**src/rtl/bridge_uart_scheduler_pkg.sv**
```systemverilog
// Shared state encodings and UART frame layout for the bridge scheduler
// and the bus_bridge_master frame decode.
package bridge_uart_scheduler_pkg;

  typedef enum logic [2:0] {
    S_IDLE,
    S_ISSUE,
    S_TX_START,
    S_TX_DRAIN,
    S_RX_WAIT,
    S_DONE
  } state_t;

  localparam logic MODE_WR = 1'b1;
  localparam logic MODE_RD = 1'b0;

  localparam int FRM_ADDR_LSB = 0;

  function automatic int frm_wdata_lsb(input int aw);
    return aw;
  endfunction

  function automatic int frm_mode_bit(input int dw, input int aw);
    return dw + aw;
  endfunction

  function automatic int frm_width(input int dw, input int aw);
    return dw + aw + 1;
  endfunction

  function automatic logic [1:0] req_onehot(input logic idx);
    return idx ? 2'b10 : 2'b01;
  endfunction

endpackage

```
**src/rtl/bridge_uart_scheduler_rr_arbiter2.sv**
```systemverilog
// Two-way round-robin arbiter; the pointer names the favoured requester
// and moves past the served one on each advance strobe.
module rr_arbiter2 (
  input  logic       clk,
  input  logic       rstn,
  input  logic [1:0] req,
  input  logic       advance,
  input  logic       served,
  output logic       gnt_idx,
  output logic       gnt_vld
);

  logic ptr;

  always_ff @(posedge clk) begin
    if (!rstn) begin
      ptr <= 1'b0;
    end else if (advance) begin
      ptr <= ~served;
    end
  end

  always_comb begin
    gnt_vld = |req;
    gnt_idx = 1'b0;
    unique case (req)
      2'b11:   gnt_idx = ptr;
      2'b10:   gnt_idx = 1'b1;
      default: gnt_idx = 1'b0;
    endcase
  end

endmodule

```
**src/rtl/bridge_uart_scheduler.sv**
```systemverilog
// Schedules two requesters onto one UART link: frame out, wait for the
// transmitter to drain, then (for reads) wait for a reply byte.
module bridge_uart_scheduler
  import bridge_uart_scheduler_pkg::*;
#(
  parameter int DATA_WIDTH = 8,
  parameter int ADDR_WIDTH = 12,
  parameter int RX_TIMEOUT = 65535
) (
  input  logic                             clk,
  input  logic                             rstn,
  input  logic [1:0]                       req,
  input  logic [1:0]                       req_mode,
  input  logic [2*ADDR_WIDTH-1:0]          req_addr,
  input  logic [2*DATA_WIDTH-1:0]          req_wdata,
  output logic [1:0]                       done,
  output logic [1:0]                       err,
  output logic [DATA_WIDTH-1:0]            rdata,
  output logic [DATA_WIDTH+ADDR_WIDTH:0]   u_din,
  output logic                             u_en,
  input  logic                             u_tx_busy,
  input  logic                             u_rx_ready,
  input  logic [DATA_WIDTH-1:0]            u_dout
);

  localparam int FW       = frm_width(DATA_WIDTH, ADDR_WIDTH);
  localparam int WD_LSB   = frm_wdata_lsb(ADDR_WIDTH);
  localparam int MODE_BIT = frm_mode_bit(DATA_WIDTH, ADDR_WIDTH);
  localparam int CW       = $clog2(RX_TIMEOUT + 1);

  localparam logic [CW-1:0] TO_LAST = CW'(RX_TIMEOUT - 1);
  localparam logic [CW-1:0] TO_MAX  = CW'(RX_TIMEOUT);

  state_t                  state;
  logic                    gidx;
  logic [CW-1:0]           cnt;

  logic                    gnt_idx;
  logic                    gnt_vld;
  logic                    g_mode;
  logic [ADDR_WIDTH-1:0]   g_addr;
  logic [DATA_WIDTH-1:0]   g_wdata;
  logic [FW-1:0]           frame;

  rr_arbiter2 u_arb (
    .clk     (clk),
    .rstn    (rstn),
    .req     (req),
    .advance (state == S_DONE),
    .served  (gidx),
    .gnt_idx (gnt_idx),
    .gnt_vld (gnt_vld)
  );

  always_comb begin
    g_mode  = req_mode[gnt_idx];
    g_addr  = gnt_idx ? req_addr[2*ADDR_WIDTH-1:ADDR_WIDTH]
                      : req_addr[ADDR_WIDTH-1:0];
    g_wdata = gnt_idx ? req_wdata[2*DATA_WIDTH-1:DATA_WIDTH]
                      : req_wdata[DATA_WIDTH-1:0];
    frame   = '0;
    frame[FRM_ADDR_LSB +: ADDR_WIDTH] = g_addr;
    frame[WD_LSB +: DATA_WIDTH] =
      (g_mode == MODE_WR) ? g_wdata : '0;
    frame[MODE_BIT] = g_mode;
  end

  // u_din doubles as the latched request: it is loaded once at grant
  always_ff @(posedge clk) begin
    if (!rstn) begin
      state <= S_IDLE;
      gidx  <= 1'b0;
      cnt   <= '0;
      done  <= '0;
      err   <= '0;
      rdata <= '0;
      u_din <= '0;
      u_en  <= 1'b0;
    end else begin
      u_en <= 1'b0;
      unique case (state)
        S_IDLE: begin
          if (gnt_vld) begin
            gidx  <= gnt_idx;
            u_din <= frame;
            u_en  <= 1'b1;
            state <= S_ISSUE;
          end
        end
        S_ISSUE: begin
          state <= S_TX_START;
        end
        S_TX_START: begin
          if (u_tx_busy) state <= S_TX_DRAIN;
        end
        S_TX_DRAIN: begin
          if (!u_tx_busy) begin
            cnt <= '0;
            if (u_din[MODE_BIT] == MODE_WR) begin
              done  <= req_onehot(gidx);
              state <= S_DONE;
            end else begin
              state <= S_RX_WAIT;
            end
          end
        end
        S_RX_WAIT: begin
          if (u_rx_ready) begin
            rdata <= u_dout;
            done  <= req_onehot(gidx);
            state <= S_DONE;
          end else if (cnt == TO_LAST) begin
            rdata <= '0;
            err   <= req_onehot(gidx);
            done  <= req_onehot(gidx);
            state <= S_DONE;
          end else if (cnt != TO_MAX) begin
            cnt <= cnt + 1'b1;
          end
        end
        S_DONE: begin
          done  <= '0;
          err   <= '0;
          state <= S_IDLE;
        end
        default: begin
          state <= S_IDLE;
        end
      endcase
    end
  end

endmodule
```
**config.mk**
```make
export PLATFORM = sky130hd
export DESIGN_NAME = bridge_uart_scheduler
export DESIGN_NICKNAME = d
export VERILOG_FILES = /design/src/rtl/bridge_uart_scheduler_pkg.sv /design/src/rtl/bridge_uart_scheduler_rr_arbiter2.sv /design/src/rtl/bridge_uart_scheduler.sv
export SDC_FILE = /design/constraint.sdc
export NUM_CORES = 1
export LEC_CHECK = 0
export CAP_MARGIN = 5
export CORE_ASPECT_RATIO = 1.4
export CORE_MARGIN = 2
export CORE_UTILIZATION = 45
export CTS_CLUSTER_SIZE = 16
export DETAILED_ROUTE_END_ITERATION = 10
export GPL_ROUTABILITY_DRIVEN = 1
export MAX_ROUTING_LAYER = met4
export PLACE_DENSITY = 0.78
export SETUP_SLACK_MARGIN = 0.05
export SYNTH_ARGS = -nofsm -noshare
export SYNTH_HDL_FRONTEND = slang
export SYNTH_SLANG_ARGS = --single-unit
export TNS_END_PERCENT = 1
```
**constraint.sdc**
```tcl
create_clock -name clk -period 5 [get_ports clk]
set_input_delay 0.5 -clock clk [delete_from_list [all_inputs] [get_ports clk]]
set_output_delay 0.5 -clock clk [all_outputs]
set_load 0.02 [all_outputs]
```
==> flow_metrics.py <==
metrics = {
    "timing": {
        "timing.final.crit_period_ns": 2.72,
        "tns_ns": 0,
        "slew_viol_final": 0,
        "hold_viol": 0,
        "min_period_over_period": 0.544,
        "rsz0062_at_grt": "no",
        "worst_pin_slew_ns": 1.13,
        "finalSetupViolations": 0,
        "fin_skew_ns": 0.00829,
        "relSlewSlack": 0.235,
        "hold_slack_ns": 0.468,
        "max_clock_freq_mhz": 368,
    },
    "logic_synthesis": {
        "yosysTopAreaCell": "dfxtp_1",
        "syn-cell-area_sq_um": 2570,
        "synth_cell_types": 42,
        "async_flop_share": 0,
        "ys.flop_type": "dfxtp_1",
        "yosys.area.top_type_share": 0.428,
        "synth.area.top_cells": "dfxtp_1 (43%), nand2_1 (5.8%), nor2_1 (5.0%), mux2i_1 (4.7%), o21ai_0 (4.3%)",
        "ys_warn_count": 0,
        "yosysMostFrequentCell": "dfxtp_1",
        "synth_edf_count": 0,
        "avgSynthCellArea_sq_um": 8.55,
        "synth_top_cells_by_count": "dfxtp_1 (55), nand2_1 (40), nor2_1 (34)",
        "syn-num-nets": 359,
        "syn_inst": 301,
        "ys_seq_area_frac": 0.428,
        "synth_seq_cells": 55,
    },
    "route": {
        "drc": 0,
        "first_pass_iters": 4,
        "drt-initial-drc-count": 263,
        "wire_per_inst_um": 14.7,
        "num_vias": 2587,
        "ant_nets": 0,
        "vias_per_cell": 5.75,
        "drt_wl_total_mm": 6.61,
    },
    "grt": {
        "grt_pass1_wl_mm": 11.0,
        "antenna_found_initial": 0,
        "grt_pass1_vias": 2419,
        "grt_max_degree": 31,
        "grt_usage": 0.227,
        "gr-total-overflow": 0,
    },
    "status": {
        "status": "completed",
    },
    "setup_path": {
        "crit_path_top_delay_cell": "nand4bb_1",
        "crit_path_end_kind": "flip-flop",
        "crit_chain": "clkdlybuf4s50_1, nand4bb_1, nor2_1, nand2_1, o41ai_1",
        "critPathTopFamily": "simple AND/OR/NAND/NOR gates",
        "crit_arrival_ns": 2.93,
        "crit_buf_inv": 1,
        "path_class": "input port to flip-flop",
        "cp-start-kind": "input port",
        "required_ns": 5.21,
        "critical_path_peak_fanout": 21,
        "slowest_delay_ns": 0.70,
    },
    "placed_design": {
        "port_buffers": 89,
        "place.gp.congestion": 0.841,
        "dpl.hpwl_mm": 4.80,
    },
    "final_layout": {
        "fill_cells": 465,
        "n_antenna_cell": 0,
        "drive_gt1_frac": 0.0419,
        "fin_nets": 439,
        "areaGrowthSynthToFinish_pct": 40.8,
    },
    "floorplanning": {
        "die_h_um": 93.5,
        "fp.dieW_um": 67.9,
        "die_area_sq_um": 6350,
        "placementRows": 32,
        "core-area_sq_um": 5530,
        "io_pins": 90,
        "initial_core_util": 0.466,
    },
    "clock_tree": {
        "clk-insertion-delay-late_ns": 0.31,
        "cts_resized": 0,
        "numCtsBuffers": 5,
        "clock_sinks": 55,
        "hold_buffers": 0,
        "cts_root_buf": "clkbuf_8",
        "cts_setup_buffers": 0,
        "cts_tree": "yes",
        "cts_htree_levels": 2,
        "cts.clk_slew.worst_paths_ns": 0.10,
        "cts_buffer_depth": 2,
    },
    "hold_path": {
        "min_path_type": "flip-flop to flip-flop",
    },
    "pwr": {
        "p_per_area_nw_per_um2": 288,
        "ir_worst_vdd_mv": 0.171,
        "p_leak_uw": 0.00136,
    },
    "run": {
        "cap_violations": 0,
    },
}
[report_power, final]
| part | internal, uW | switching, uW | total (uW) |
|---|---|---|---|
| sequential | 464 | 17.5 | 481 |
| clock | 200 | 144 | 344 |
| combinational | 115 | 105 | 220 |
[sequential cells by signal (all words and copies together) (netlist names)]
name and count:
u_en 1, rdata 8, gidx 1, state 3
cnt 16, u_din 21, u_arb.ptr 1, err 2
done 2
[layout make-up]
cell class,instances,area [sq um],share of cell area
clock buffers,6,72.6,0.0200
repair buffers,93,921,0.254
inverters,6,22.5,0.00621
flip-flops and latches,55,1100,0.304
clock inverters,2,60.1,0.0166
multi-input cells,220,1360,0.376
well taps,68,85.1,0.0235
[kinds of logic (layout without fill, tap and decap cells)]
family,after synthesis,count (layout),synth area share
muxes,12,12,0.0466
AOI/OAI and AO/OA,90,90,0.259
and+or+nand+nor,116,116,0.213
adders and majority gates,2,2,0.00972
DFF,55,55,0.428
buffers and inverters,26,107,0.0432
[cell usage in the layout, fill, tap and decap left out, types with 3 or more instances in the layout]
cell type / count
inv_1: 6
a2bb2oi_1: 8
and3_1: 6
buf_4: 4
nor2_1: 34
and4_1: 5
nand2_1: 40
a31oi_1: 4
nand4_1: 6
o41ai_1: 3
nand3_1: 10
o31ai_1: 7
clkdlybuf4s50_1: 89
mux2i_1: 12
a41oi_1: 5
a22o_1: 8
a21oi_1: 9
clkbuf_8: 5
nor2b_1: 3
nor3_1: 4
dfxtp_1: 55
a311oi_1: 12
o21ai_0: 22
[stage by stage]
stage / setup slack (ns) / utilization / cells / area, sq um / total power (uW)
6_report: 2.28 / 0.656 / 450 / 3620 / 1050
5_1_grt: 2.01 / 0.656 / 450 / 3620 / 1090
4_1_cts: 2.32 / 0.656 / 450 / 3620 / 1050
3_5_place_dp: 1.99 / 0.632 / 442 / 3490 / 712
3_3_place_gp: 2.07 / 0.632 / 442 / 3490 / 709
2_1_floorplan: 3.24 / - / 301 / 2570 / 604
[tightest hold or removal path: stages, from the launching register on]
cell and delay [ns]:
dfxtp_1 0.32, nand2_1 0.05, mux2i_1 0.05
[routing by layer]
metal,vias up,part of all wire,GRT usage
met5,-,0,-
met4,0,0.018,0.0750
met3,10,0.075,0.0590
met2,104,0.49,0.366
met1,1192,0.41,0.272
li1,1281,-,-
[final timing paths]
check	startpoint	end	slack, ns	cells past startpoint
max	rstn	cnt[11]	2.28	5
min	done[0]	done[0]	0.47	2
max reg2reg	cnt[0]	rdata[2]	2.29	7
min reg2reg	done[0]	done[0]	0.47	2
No activity file was read; power rests on OpenSTA's default activity.
